**src/rtl/countdown_timer_if.sv**
```systemverilog
// Purpose: control/status bundle between a countdown_timer and its controller.
// Latency: none; this file only groups signals.
// Backpressure: none; the timer samples the controls on every clock edge.
interface countdown_timer_if #(
    parameter int SIZE = 4
);
    logic            LOAD;
    logic [SIZE-1:0] D;
    logic            START;
    logic            STOP;
    logic            E;
    logic            RELOAD_EN;
    logic [SIZE-1:0] TEMPO;
    logic            end_time;
    logic            busy;

    // Timer side.
    modport slave (
        input  LOAD, D, START, STOP, E, RELOAD_EN,
        output TEMPO, end_time, busy
    );

    // Controller side.
    modport master (
        output LOAD, D, START, STOP, E, RELOAD_EN,
        input  TEMPO, end_time, busy
    );
endinterface

```
**src/rtl/countdown_timer.sv**
```systemverilog
// Purpose: loadable down-counter with IDLE/RUN/PAUSE control, optional auto-reload and a terminal-count pulse.
// Latency: TEMPO/end_time update on the edge that samples E; busy follows the state one edge after START/STOP.
// Backpressure: none; controls are sampled every cycle with priority LOAD > STOP > START > E.
module countdown_timer #(
    parameter int SIZE    = 4,
    parameter int MAX_VAL = 9
) (
    input  logic              CLKT,
    input  logic              R,
    countdown_timer_if.slave  bus
);

    typedef enum logic [1:0] {
        IDLE  = 2'd0,
        RUN   = 2'd1,
        PAUSE = 2'd2
    } state_t;

    localparam logic [SIZE-1:0] MAX_V = SIZE'(MAX_VAL);
    localparam logic [SIZE-1:0] ONE   = SIZE'(1);
    localparam logic [SIZE-1:0] ZERO  = '0;

    state_t          state_q, state_d;
    logic [SIZE-1:0] tempo_q, tempo_d;
    logic [SIZE-1:0] preset_q, preset_d;
    logic            end_q, end_d;
    logic            busy_q;
    logic [SIZE-1:0] load_v;

    // State and datapath registers; busy is registered from the next state so it tracks RUN exactly.
    always_ff @(posedge CLKT or negedge R) begin
        if (!R) begin
            state_q  <= IDLE;
            tempo_q  <= ZERO;
            preset_q <= ZERO;
            end_q    <= 1'b0;
            busy_q   <= 1'b0;
        end else begin
            state_q  <= state_d;
            tempo_q  <= tempo_d;
            preset_q <= preset_d;
            end_q    <= end_d;
            busy_q   <= (state_d == RUN);
        end
    end

    // Next-state and datapath: LOAD overrides everything, otherwise per-state handling.
    always_comb begin
        state_d  = state_q;
        tempo_d  = tempo_q;
        preset_d = preset_q;
        end_d    = 1'b0;
        load_v   = (bus.D > MAX_V) ? MAX_V : bus.D;

        if (bus.LOAD) begin
            // Any terminal tick in the same cycle is dropped along with its pulse.
            preset_d = load_v;
            tempo_d  = load_v;
            state_d  = IDLE;
        end else begin
            unique case (state_q)
                IDLE: begin
                    // A zero count would immediately underflow, so it never starts.
                    if (bus.START && !bus.STOP && (tempo_q != ZERO)) begin
                        state_d = RUN;
                    end
                end
                RUN: begin
                    if (bus.STOP) begin
                        state_d = PAUSE;
                    end else if (bus.E) begin
                        if (tempo_q > ONE) begin
                            tempo_d = tempo_q - ONE;
                        end else if (tempo_q == ONE) begin
                            end_d = 1'b1;
                            if (bus.RELOAD_EN) begin
                                tempo_d = preset_q;
                            end else begin
                                tempo_d = ZERO;
                                state_d = IDLE;
                            end
                        end
                    end
                end
                PAUSE: begin
                    if (bus.START && !bus.STOP) begin
                        state_d = RUN;
                    end
                end
                default: begin
                    state_d = IDLE;
                end
            endcase
        end
    end

    assign bus.TEMPO    = tempo_q;
    assign bus.end_time = end_q;
    assign bus.busy     = busy_q;

endmodule

```
**src/flat_wrapper.sv**
```systemverilog
// flat-port wrapper written by rule: the top's interface ports become plain ports
module countdown_timer_flat 
#(
    parameter int SIZE    = 4,
    parameter int MAX_VAL = 9
)
  (CLKT, R, bus_LOAD, bus_D, bus_START, bus_STOP, bus_E, bus_RELOAD_EN, bus_TEMPO, bus_end_time, bus_busy);
  countdown_timer_if #(.SIZE(SIZE)) bus_i ();
  input  logic CLKT;
  input  logic R;
  input wire logic [$bits(bus_i.LOAD)-1:0] bus_LOAD;
  input wire logic [$bits(bus_i.D)-1:0] bus_D;
  input wire logic [$bits(bus_i.START)-1:0] bus_START;
  input wire logic [$bits(bus_i.STOP)-1:0] bus_STOP;
  input wire logic [$bits(bus_i.E)-1:0] bus_E;
  input wire logic [$bits(bus_i.RELOAD_EN)-1:0] bus_RELOAD_EN;
  output wire logic [$bits(bus_i.TEMPO)-1:0] bus_TEMPO;
  output wire logic [$bits(bus_i.end_time)-1:0] bus_end_time;
  output wire logic [$bits(bus_i.busy)-1:0] bus_busy;
  assign bus_i.LOAD = bus_LOAD;
  assign bus_i.D = bus_D;
  assign bus_i.START = bus_START;
  assign bus_i.STOP = bus_STOP;
  assign bus_i.E = bus_E;
  assign bus_i.RELOAD_EN = bus_RELOAD_EN;
  assign bus_TEMPO = bus_i.TEMPO;
  assign bus_end_time = bus_i.end_time;
  assign bus_busy = bus_i.busy;
  countdown_timer #(.SIZE(SIZE), .MAX_VAL(MAX_VAL)) u_core (.CLKT(CLKT), .R(R), .bus(bus_i));
endmodule
```
**config.mk**
```make
export PLATFORM = sky130hd
export DESIGN_NAME = countdown_timer_flat
export DESIGN_NICKNAME = d
export VERILOG_FILES = /design/src/rtl/countdown_timer_if.sv /design/src/rtl/countdown_timer.sv /design/src/flat_wrapper.sv
export SDC_FILE = /design/constraint.sdc
export NUM_CORES = 1
export LEC_CHECK = 0
export CAP_MARGIN = 40
export CORE_AREA = 2 2 39 41
export CTS_CLUSTER_SIZE = 40
export DETAILED_ROUTE_END_ITERATION = 6
export DIE_AREA = 0 0 41 43
export DONT_BUFFER_PORTS = 1
export PLACE_DENSITY = 0.67
export SYNTH_ARGS = -nofsm -noshare
export SYNTH_HDL_FRONTEND = slang
export SYNTH_SLANG_ARGS = --single-unit
```
**constraint.sdc**
```tcl
create_clock -name CLKT -period 5.1 [get_ports CLKT]
set_clock_uncertainty 0.05 [all_clocks]
set_input_delay 0.765 -clock CLKT [delete_from_list [all_inputs] [get_ports CLKT]]
set_output_delay 0.765 -clock CLKT [all_outputs]
set_load 0.03 [all_outputs]
```
# ---- Word level (Yosys, flattened, before mapping)
# Index checks and enable logic that the tools add are counted.
dict set report word_totals {
  ff_bits 12
  in_bits 11
  output_inout_bits 6
  word_cells 45
}
dict set report classes {
  addsub 1
  magnitude_cmp 2
  n_eq_ne 5
  mux 23
  reduce_logical 9
}
# op count
set ops {}
lappend ops {{4-bit 2-to-1 mux} 8}
lappend ops {{2-bit 2-to-1 mux} 8}
lappend ops {{1-bit 2-to-1 mux} 6}
lappend ops {{2-bit case mux with 3 select lines} 1}
lappend ops {{2-bit by 1-bit == test with 1-bit output, second input constant} 2}
lappend ops {{4-bit by 1-bit == test with 1-bit output, second input constant} 1}
lappend ops {{4-bit by 1-bit > comparator with 1-bit output, second input constant} 1}
lappend ops {{4-bit > comparator, second input constant} 1}
lappend ops {{4-bit AND reduction} 1}
lappend ops {{2-bit nonzero test} 2}
lappend ops {{4-bit nonzero test} 1}
lappend ops {{4-bit by 1-bit subtractor with 4-bit output, second input constant} 1}
lappend ops {{3-bit nonzero test} 1}
lappend ops {{2-bit == test, second input constant} 1}
lappend ops {{1-bit logical AND} 2}
lappend ops {{2-bit zero test} 1}
lappend ops {{2-bit inequality test, second input constant} 1}
lappend ops {{1-bit zero test} 1}

# ---- Logic depth before layout (Yosys ltp)
dict set report depth {
  depth_word 8
  depth_mapped 6
  ltp_nobuf 6
}

# ---- Worst setup path after synthesis
# No wires, ideal clock.
dict set report synth_path {
  path_kind {register to register}
  from {reg u_core.tempo_q[1] (netlist: u_core.bus.TEMPO[1])}
  to {reg u_core.tempo_q[2] (netlist: u_core.bus.TEMPO[2])}
  setup_time_ns 0.080
  arrival_ns 1.923
  required_time_ns 4.970
  slack_ns 3.047
  path_stages_with_launch 7
  synth_period_minus_slack_ns 2.053
  path_cell_list {dfrtp_1 inv_1 ha_1 or4b_4 and3_4 a211o_1 o211ai_2}
}
dict set report synth_via {
  elab_chain_cells 6
  elab_cells_between_ends 10
}
# element line
set synth_lines {}
lappend synth_lines {{start: declaration} countdown_timer.sv:24} ;# logic [SIZE-1:0] tempo_q, tempo_d;
lappend synth_lines {{start signal: assignment} countdown_timer.sv:40} ;# tempo_q <= tempo_d;
lappend synth_lines {{4-bit by 1-bit subtractor with 4-bit output or 4-bit by 1-bit > comparator with 1-bit output (tied branches)} {countdown_timer.sv:73, countdown_timer.sv:72}}
lappend synth_lines {{4-bit 2-to-1 mux} countdown_timer.sv:72} ;# if (tempo_q > ONE) begin
lappend synth_lines {{4-bit 2-to-1 mux} countdown_timer.sv:71} ;# end else if (bus.E) begin
lappend synth_lines {{4-bit 2-to-1 mux} countdown_timer.sv:69} ;# if (bus.STOP) begin
lappend synth_lines {{4-bit 2-to-1 mux} countdown_timer.sv:61} ;# unique case (state_q)
lappend synth_lines {{4-bit 2-to-1 mux} countdown_timer.sv:55} ;# if (bus.LOAD) begin
# Parallel ways exist; a longest one is shown, timed or not. The select of a mux whose other input is x is not followed.
# A chain may end at the register's enable or synchronous reset.

# ---- Worst setup path after layout
# Same ends and word-level chain as after synthesis.

==> results.json <==
{
  "yosys.area.top_type": "dfrtp_1",
  "num_rows": 14,
  "clk_pin_slew_worst_paths_ns": 0.08,
  "io_buffers": 0,
  "hold_viol": 0,
  "coreArea_sq_um": 1384,
  "final_common_cell": "dfrtp_1",
  "postRouteAntennaNets": 0,
  "layout_common_cells": "dfrtp_1 (12), inv_1 (8), nor2_1 (5), o21ai_0 (5), nand3_1 (4)",
  "relSlewSlack_pct": 66.88,
  "power_density_nw_per_um2": 302.2,
  "cts_tree": "built",
  "grt_pass1_wl_um": 2242,
  "ys.flop_type": "dfrtp_1",
  "gp_congestion": 0.8449,
  "wirelength_um": 1359,
  "cts_resized": 0,
  "post-place-ws_ns": 2.937,
  "drc": 0,
  "cts_max_path_buffers": 2,
  "finalCritPeriodShare_pct": 42.53,
  "numClockSinks": 12,
  "synth_top_area_share_pct": 43.17,
  "nets": 89,
  "synth_seq_cells": 12,
  "fmax_mhz": 461.0,
  "postCtsSetupBuffers": 0,
  "synth_area_per_cell_sq_um": 9.662,
  "finalWorstSetupSlack_ns": 2.931,
  "hpwl_um": 1054,
  "path_class": "reg -> reg",
  "die_y_um": 43,
  "setup_viol": 0,
  "synth_edf_count": 0,
  "drt_iter0_drc": 9,
  "grt_overflow": 0,
  "netlist_top_cells_area": "dfrtp_1 (43%), ha_1 (5.4%), inv_1 (4.3%)",
  "via_count": 547,
  "drv_slew": 0,
  "initial_utilization_pct": 50.27,
  "start_kind": "flop",
  "synth_cells": 72,
  "antenna_found_initial": 0,
  "viasPerCell": 6.078,
  "tightest_slew_ns": 0.4968,
  "yosysWarnings": 0,
  "insertion_delay_ns": 0.28,
  "rrSetupSlack_ns": 2.93,
  "rsz0062_at_grt": "false",
  "areaGrowthSynthToFinish_pct": 7.014,
  "fillers": 133,
  "hp-class": "in -> async",
  "pin_count": 17,
  "worstPathMaxFanout": 5,
  "ys_seq_area_share_pct": 43.17,
  "grt_pass1_vias": 520,
  "fp.dieW_um": 41,
  "layout-drive-gt1-share_pct": 14.86,
  "dieArea_sq_um": 1763,
  "synth_cell_types": 31,
  "drv_cap": 0,
  "grt_util_all_layers_pct": 19.25,
  "synthesis.area_sq_um": 695.7,
  "ir_drop_v": 0.0001986,
  "htreeDepth": 1,
  "leakage_nw": 0.3178,
  "numCtsBuffers": 3,
  "async_reset_ff_share_pct": 100.0,
  "syn_nets": 86,
  "min_period_ns": 2.169,
  "cts_hold_buf": 0,
  "crit_required_ns": 5.26,
  "status": "completed",
  "cp.arrival_ns": 2.33,
  "dr.pass1.iters": 4,
  "wl_per_cell_um": 15.10,
  "grt_max_degree": 18,
  "cts-root-buf": "clkbuf_4",
  "fin_setup_tns_ns": 0,
  "critPathCaptureType": "flop",
  "diodes": 0
}
cells by family after synthesis:
group / Yosys count / share of synthesized area (%)
buffers and inverters: 10 / 5.396
DFF: 12 / 43.17
AOI/OAI and AO/OA: 20 / 21.40
and+or+nand+nor: 26 / 23.02
muxes: 1 / 1.619
adders and majority gates: 3 / 5.396
layout make-up:
type	instances	area (sq um)	area share, %
Inverter	8	30.03	4.034
Tap cell	16	20.02	2.689
Sequential cell	12	300.3	40.34
Multi-Input combinational cell	50	357.8	48.07
Clock buffer	4	36.28	4.874
synthesized netlist by cell type, types with 2 or more instances:
cell,instances
a221oi_1,2
clkbuf_1,2
a21oi_1,3
nor3_1,3
inv_1,8
o31ai_1,2
nand3b_1,2
o21ai_0,5
nand3_1,4
dfrtp_1,12
nor2_1,5
ha_1,3
nand2_1,3
report_power, final:
group | total [mW] | leakage (nW) | internal (mW) | switching, mW
sequential | 0.117 | 0.152 | 0.102 | 0.0156
clock | 0.0767 | 0.0210 | 0.0435 | 0.0332
combinational | 0.0308 | 0.145 | 0.0150 | 0.0158
registers in the layout, summed over array words and instances (netlist names):
register,flops
u_core.bus.busy,1
u_core.bus.end_time,1
u_core.state_q,2
u_core.bus.TEMPO,4
u_core.preset_q,4
path summary, 6_finish.rpt:
check	start	to	cells past startpoint
max	u_core.bus.TEMPO[1]$_DFFE_PN0P_	u_core.bus.TEMPO[2]$_DFFE_PN0P_	6
min	R	u_core.bus.busy$_DFF_PN0_	0
max reg2reg	u_core.bus.TEMPO[1]$_DFFE_PN0P_	u_core.bus.TEMPO[2]$_DFFE_PN0P_	6
min reg2reg	u_core.preset_q[0]$_DFFE_PN0P_	u_core.preset_q[0]$_DFFE_PN0P_	1
max in group asynchronous	R	u_core.bus.TEMPO[1]$_DFFE_PN0P_	0
min in group CLKT	u_core.preset_q[0]$_DFFE_PN0P_	u_core.preset_q[0]$_DFFE_PN0P_	1
metal layers:
layer / part of all wire (%) / up-vias / GRT usage [%]
met1: 43 / 260 / 21.89
met2: 49 / 17 / 29.69
met5: 0 / - / 0
met4: 2.9 / 0 / 14.00
li1: - / 265 / -
met3: 4.6 / 5 / 4.188
worst max-delay path, stage by stage (launching register included):
cell and delay (ns):
dfrtp_1 0.56, inv_1 0.13, ha_1 0.26, or4b_4 0.50, and3_4 0.22, a211o_1 0.31, o211ai_2 0.08
through the flow:
| stage | hold WS, ns | util, % | total power, mW | std cells | area, sq um |
|---|---|---|---|---|---|
| floorplan | 0.4017 | - | 0.1447 | 72 | 695.7 |
| global placement | 0.4177 | 51.18 | 0.1493 | 86 | 708.2 |
| detailed placement | 0.4197 | 51.18 | 0.1503 | 86 | 708.2 |
| CTS | 0.1193 | 53.80 | 0.2256 | 90 | 744.5 |
| global route | 0.1116 | 53.80 | 0.2355 | 90 | 744.5 |
| finish | 0.1163 | 53.80 | 0.2250 | 90 | 744.5 |
(Power assumes the default switching activity.)
